--- src/rtl/uart_prog_loader.sv ---
// UART program loader: receives 8N1 bytes, packs them little-endian into 32-bit
// words and issues one write strobe per word until the last address is written.
module uart_prog_loader #(
  parameter int unsigned CLKS_PER_BIT = 87,
  parameter int unsigned TIMEOUT_CLKS = 1_000_000,
  parameter logic [14:0] LAST_ADR     = 15'h7FFF
) (
  input  logic        clk,
  input  logic        rstn,
  input  logic        en,
  input  logic        rx,
  output logic        upg_wen,
  output logic [14:0] upg_adr,
  output logic [31:0] upg_dat,
  output logic        upg_done,
  output logic        frame_err
);

  localparam logic [1:0] ST_IDLE  = 2'd0;
  localparam logic [1:0] ST_START = 2'd1;
  localparam logic [1:0] ST_DATA  = 2'd2;
  localparam logic [1:0] ST_STOP  = 2'd3;

  localparam int unsigned CNT_W  = $clog2(CLKS_PER_BIT);
  localparam int unsigned IDLE_W = $clog2(TIMEOUT_CLKS + 1);

  localparam logic [CNT_W-1:0]  HALF_M1    = CNT_W'(CLKS_PER_BIT / 2 - 1);
  localparam logic [CNT_W-1:0]  FULL_M1    = CNT_W'(CLKS_PER_BIT - 1);
  localparam logic [IDLE_W-1:0] TIMEOUT_M1 = IDLE_W'(TIMEOUT_CLKS - 1);

  logic              rx_meta_q, rx_sync_q;
  logic [1:0]        state_q, state_d;
  logic [CNT_W-1:0]  clk_cnt_q, clk_cnt_d;
  logic [2:0]        bit_cnt_q, bit_cnt_d;
  logic [7:0]        shift_q, shift_d;
  logic [1:0]        byte_cnt_q, byte_cnt_d;
  logic [23:0]       word_q, word_d;
  logic [IDLE_W-1:0] idle_cnt_q, idle_cnt_d;
  logic [14:0]       adr_cnt_q, adr_cnt_d;
  logic              wen_q, wen_d;
  logic [14:0]       adr_q, adr_d;
  logic [31:0]       dat_q, dat_d;
  logic              done_q, done_d;
  logic              ferr_q, ferr_d;

  // Synchronizer idles high so reset never looks like a start bit.
  always_ff @(posedge clk or negedge rstn) begin
    if (!rstn) begin
      rx_meta_q <= 1'b1;
      rx_sync_q <= 1'b1;
    end else begin
      rx_meta_q <= rx;
      rx_sync_q <= rx_meta_q;
    end
  end

  always_comb begin
    // NOTE: every _d gets its hold value first so no path through this block infers a latch.
    state_d    = state_q;
    clk_cnt_d  = clk_cnt_q;
    bit_cnt_d  = bit_cnt_q;
    shift_d    = shift_q;
    byte_cnt_d = byte_cnt_q;
    word_d     = word_q;
    idle_cnt_d = idle_cnt_q;
    adr_cnt_d  = adr_cnt_q;
    wen_d      = 1'b0;
    adr_d      = adr_q;
    dat_d      = dat_q;
    done_d     = done_q;
    ferr_d     = ferr_q;

    if (wen_q) begin
      if (adr_cnt_q == LAST_ADR) done_d = 1'b1;
      else                       adr_cnt_d = adr_cnt_q + 15'd1;
    end

    case (state_q)
      ST_IDLE: begin
        clk_cnt_d = '0;
        if (!rx_sync_q && !done_q) begin
          state_d = ST_START;
        end else if (byte_cnt_q != 2'd0) begin
          if (idle_cnt_q == TIMEOUT_M1) begin
            byte_cnt_d = 2'd0;
            idle_cnt_d = '0;
          end else begin
            idle_cnt_d = idle_cnt_q + 1'b1;
          end
        end
      end
      ST_START: begin
        if (clk_cnt_q == HALF_M1) begin
          clk_cnt_d = '0;
          bit_cnt_d = 3'd0;
          state_d   = rx_sync_q ? ST_IDLE : ST_DATA;
        end else begin
          clk_cnt_d = clk_cnt_q + 1'b1;
        end
      end
      ST_DATA: begin
        if (clk_cnt_q == FULL_M1) begin
          clk_cnt_d = '0;
          shift_d   = {rx_sync_q, shift_q[7:1]};
          bit_cnt_d = bit_cnt_q + 3'd1;
          if (bit_cnt_q == 3'd7) state_d = ST_STOP;
        end else begin
          clk_cnt_d = clk_cnt_q + 1'b1;
        end
      end
      default: begin
        if (clk_cnt_q == FULL_M1) begin
          clk_cnt_d = '0;
          state_d   = ST_IDLE;
          if (rx_sync_q) begin
            idle_cnt_d = '0;
            byte_cnt_d = byte_cnt_q + 2'd1;
            case (byte_cnt_q)
              2'd0:    word_d[7:0]   = shift_q;
              2'd1:    word_d[15:8]  = shift_q;
              2'd2:    word_d[23:16] = shift_q;
              default: begin
                wen_d = 1'b1;
                adr_d = adr_cnt_q;
                dat_d = {shift_q, word_q};
              end
            endcase
          end else begin
            ferr_d = 1'b1;
          end
        end else begin
          clk_cnt_d = clk_cnt_q + 1'b1;
        end
      end
    endcase

    // Disabling the loader wipes progress but leaves the last write visible.
    if (!en) begin
      state_d    = ST_IDLE;
      clk_cnt_d  = '0;
      byte_cnt_d = 2'd0;
      idle_cnt_d = '0;
      adr_cnt_d  = 15'd0;
      wen_d      = 1'b0;
      done_d     = 1'b0;
      ferr_d     = 1'b0;
    end
  end

  always_ff @(posedge clk or negedge rstn) begin
    if (!rstn) begin
      state_q    <= ST_IDLE;
      clk_cnt_q  <= '0;
      bit_cnt_q  <= 3'd0;
      shift_q    <= 8'd0;
      byte_cnt_q <= 2'd0;
      word_q     <= 24'd0;
      idle_cnt_q <= '0;
      adr_cnt_q  <= 15'd0;
      wen_q      <= 1'b0;
      adr_q      <= 15'd0;
      dat_q      <= 32'd0;
      done_q     <= 1'b0;
      ferr_q     <= 1'b0;
    end else begin
      // NOTE: non-blocking updates so every register samples pre-edge values.
      state_q    <= state_d;
      clk_cnt_q  <= clk_cnt_d;
      bit_cnt_q  <= bit_cnt_d;
      shift_q    <= shift_d;
      byte_cnt_q <= byte_cnt_d;
      word_q     <= word_d;
      idle_cnt_q <= idle_cnt_d;
      adr_cnt_q  <= adr_cnt_d;
      wen_q      <= wen_d;
      adr_q      <= adr_d;
      dat_q      <= dat_d;
      done_q     <= done_d;
      ferr_q     <= ferr_d;
    end
  end

  // Gating with en keeps the strobe low in the cycle en drops.
  assign upg_wen   = wen_q & en;
  assign upg_adr   = adr_q;
  assign upg_dat   = dat_q;
  assign upg_done  = done_q;
  assign frame_err = ferr_q;

endmodule

--- config.mk ---
export PLATFORM = sky130hd
export DESIGN_NAME = uart_prog_loader
export DESIGN_NICKNAME = d
export VERILOG_FILES = /design/src/rtl/uart_prog_loader.sv
export SDC_FILE = /design/constraint.sdc
export NUM_CORES = 1
export LEC_CHECK = 0
export CAP_MARGIN = 5
export CORE_UTILIZATION = 52
export CTS_CLUSTER_DIAMETER = 120
export DETAILED_ROUTE_END_ITERATION = 8
export GPL_TIMING_DRIVEN = 0
export PLACE_DENSITY = 0.76
export SYNTH_ARGS = -nofsm -noshare
export SYNTH_HDL_FRONTEND = slang
export SYNTH_SLANG_ARGS = --single-unit
export TNS_END_PERCENT = 10
--- constraint.sdc ---
create_clock -name clk -period 2.2 [get_ports clk]
set_clock_uncertainty 0.1 [all_clocks]
set_input_delay 0.55 -clock clk [delete_from_list [all_inputs] [get_ports clk]]
set_output_delay 0.55 -clock clk [all_outputs]
set_load 0.005 [all_outputs]
==> flow_metrics.env <==
export IMPL_outcome="complete, but fails checks"
export IMPL_violations="negative setup slack"
export IMPL_die_area_um2=11900
export IMPL_pwr_density_cell_nw_per_um2=826
export IMPL_slew_headroom_pct=64.6
export IMPL_overflow=0
export IMPL_dr_first_iter_drc_count=205
export IMPL_synth_warnings=0
export IMPL_synth_edff_count=0
export IMPL_maxCapViolations=0
export IMPL_gp_congestion=0.862
export IMPL_io_pins=54
export IMPL_finalSetupViolations=25
export IMPL_crit_required_ns=2.39
export IMPL_fmax_mhz=433
export IMPL_ys_seq_area_share_pct=55.7
export IMPL_synth_nets=509
export IMPL_grt_pass1_wl_mm=21.0
export IMPL_placed_area_um2=6740
export IMPL_rr_worst_depth=8
export IMPL_die_w_um=109
export IMPL_area_growth_pct=31.6
export IMPL_worstPathArrival_ns=2.50
export IMPL_io_buffers=53
export IMPL_synthTopCellsByArea="dfrtp_1, mux2_2, ha_1, nor2_1, o21ai_0"
export IMPL_async_reset_ff_share_pct=100
export IMPL_clockRootBuffer="clkbuf_16"
export IMPL_initial_core_util_pct=54.2
export IMPL_grt_max_degree=97
export IMPL_rows=38
export IMPL_clockBufferDepth=2
export IMPL_finalInstanceArea_um2=7870
export IMPL_period_minus_slack_ns=2.31
export IMPL_cts_buffers=17
export IMPL_rsz0062_at_grt="true"
export IMPL_clk_pin_slew_ns=0.06
export IMPL_drcViolationCount=0
export IMPL_tns_ns=-1.12
export IMPL_path_class="reg2reg"
export IMPL_die_h_um=109
export IMPL_ys_top_cells_by_count="dfrtp_1, mux2_2, nor2_1"
export IMPL_synth_top_cell_area_share_pct=54.8
export IMPL_crit_path_start_kind="flip-flop"
export IMPL_place_hpwl_mm=7.99
export IMPL_syn_area_per_cell_um2=12.2
export IMPL_hold_viol_final=0
export IMPL_drv_slew=0
export IMPL_ant_nets=0
export IMPL_synth_seq_cells=133
export IMPL_hold_depth=0
export IMPL_synth_ff_type="dfrtp_1"
export IMPL_drive_above_1_share_pct=34.4
export IMPL_cp_end_kind="flip-flop"
export IMPL_grtUsageTotal_pct=23.4
export IMPL_fin_ws_ns=-0.110
export IMPL_cts_tree="built"
export IMPL_htree_levels=4
export IMPL_synth_cell_types=61
export IMPL_ir_worst_vdd_uv=739
export IMPL_drt_total_wl_mm=13.3
export IMPL_wl_per_cell_um=17.7
export IMPL_fin_util_pct=71.3
export IMPL_total_leakage_power_uw=0.00365
export IMPL_grt_pass1_vias=4313
export IMPL_fin_nets=613
export IMPL_tightest_slew_ns=0.526
export IMPL_clk_latency_ns=0.41
export IMPL_drt_vias_per_instance=5.80
export IMPL_netlist_area_um2=5980
export IMPL_synth_top_cell_by_area="dfrtp_1"
export IMPL_antenna_found_initial=0
export IMPL_clock_sinks=133
export IMPL_finalCritPeriodShare_pct=105
export IMPL_hp_class="reg2reg"
export IMPL_firstDrtPassIters=4
export IMPL_syn_inst=491
export IMPL_synth_most_common_cell="dfrtp_1"
export IMPL_n_antenna_cell=0
export IMPL_vias=4335
export IMPL_cp_max_fo=6
export IMPL_fp_coreArea_um2=11000
-- critical path, stage by stage, from the launching register on --
cell and delay (ns):
dfrtp_1 0.37, buf_6 0.12, or4b_4 0.54, nor4_4 0.31
buf_4 0.19, a31oi_4 0.13, buf_6 0.19, a22oi_2 0.14
o41ai_1 0.09
-- power by group --
group | internal [µW] | switching (µW)
logic | 423 | 513
clock network | 1980 | 1050
registers | 2490 | 38.6
-- flip-flops by register name, summed over array words and instances, names as in the netlist --
name        flops
upg_dat        32
word_q         24
idle_cnt_q     20
adr_cnt_q      15
upg_adr        15
shift_q         8
clk_cnt_q       7
bit_cnt_q       3
byte_cnt_q      2
state_q         2
frame_err       1
rx_meta_q       1
rx_sync_q       1
upg_done        1
wen_q           1
-- final timing paths --
kind                           startpoint             end  slack, ns
max                        idle_cnt_q[12]  idle_cnt_q[18]      -0.11
min                             rx_meta_q       rx_sync_q       0.26
max reg2reg                idle_cnt_q[12]  idle_cnt_q[18]      -0.11
min reg2reg                     rx_meta_q       rx_sync_q       0.26
max in group asynchronous            rstn   idle_cnt_q[9]       0.72
min in group asynchronous            rstn     upg_dat[10]       0.51
-- per-stage QoR --
stage	total power [µW]	hold slack (ns)	std cells	worst slack (ns)
final	6500	0.257	748	-0.110
after global routing	6720	0.260	748	-0.235
after CTS	6250	0.258	725	-0.210
after detailed placement	3160	0.250	685	-0.895
after global placement	3120	0.248	684	-4.58
after floorplan	2970	0.154	491	-0.0375
-- layer usage --
layer | GRT usage, % | wire length (µm) | up-vias
li1 | - | - | 1994
met1 | 28.6 | 5580 | 2205
met2 | 40.4 | 6930 | 115
met3 | 6.34 | 562 | 21
met4 | 7.43 | 195 | 0
met5 | 0 | 0 | -
-- timing repair --
item | in CTS | in global routing
setup endpoints to repair | 89 | 94
buffers inserted | 7 | 21
gates cloned | 0 | 2
pin swaps | 7 | 7
hold buffers | 1 | 0
gates resized for setup | 24 | 50
endpoints found under the hold margin | 35 | 0
-- cells by family after synthesis --
| family | share of synthesized area, % |
|---|---|
| AOI/OAI and AO/OA | 8.70 |
| xor gates and xnor gates | 1.90 |
| adders and majority gates | 2.93 |
| buffers and inverters | 3.37 |
| DFF | 55.7 |
| muxes | 15.0 |
| and+or+nand+nor | 12.4 |
-- layout make-up --
type | count | area, µm²
Sequential cell | 133 | 3330
Fill cell | 733 | 3160
Multi-Input combinational cell | 320 | 2620
Timing Repair Buffer | 85 | 832
Clock buffer | 20 | 467
Buffer | 17 | 183
Clock inverter | 12 | 175
Tap cell | 140 | 175
Inverter | 21 | 83.8
-- layout by cell type, fill, tap and decap left out, drive strengths merged, types with 5 or more instances in the layout --
cell type and count:
inv 21, clkinv 5, nand3 23, nand4 11
dfrtp 131, ha 14, o21ai 26, or4 11
mux2 78, nor4 6, nand2 25, clkbuf 24
a21oi 16, clkdlybuf4s50 50, nor2 36, buf 45
xor2 10
Note: power is estimated with default switching activity, not from simulation.
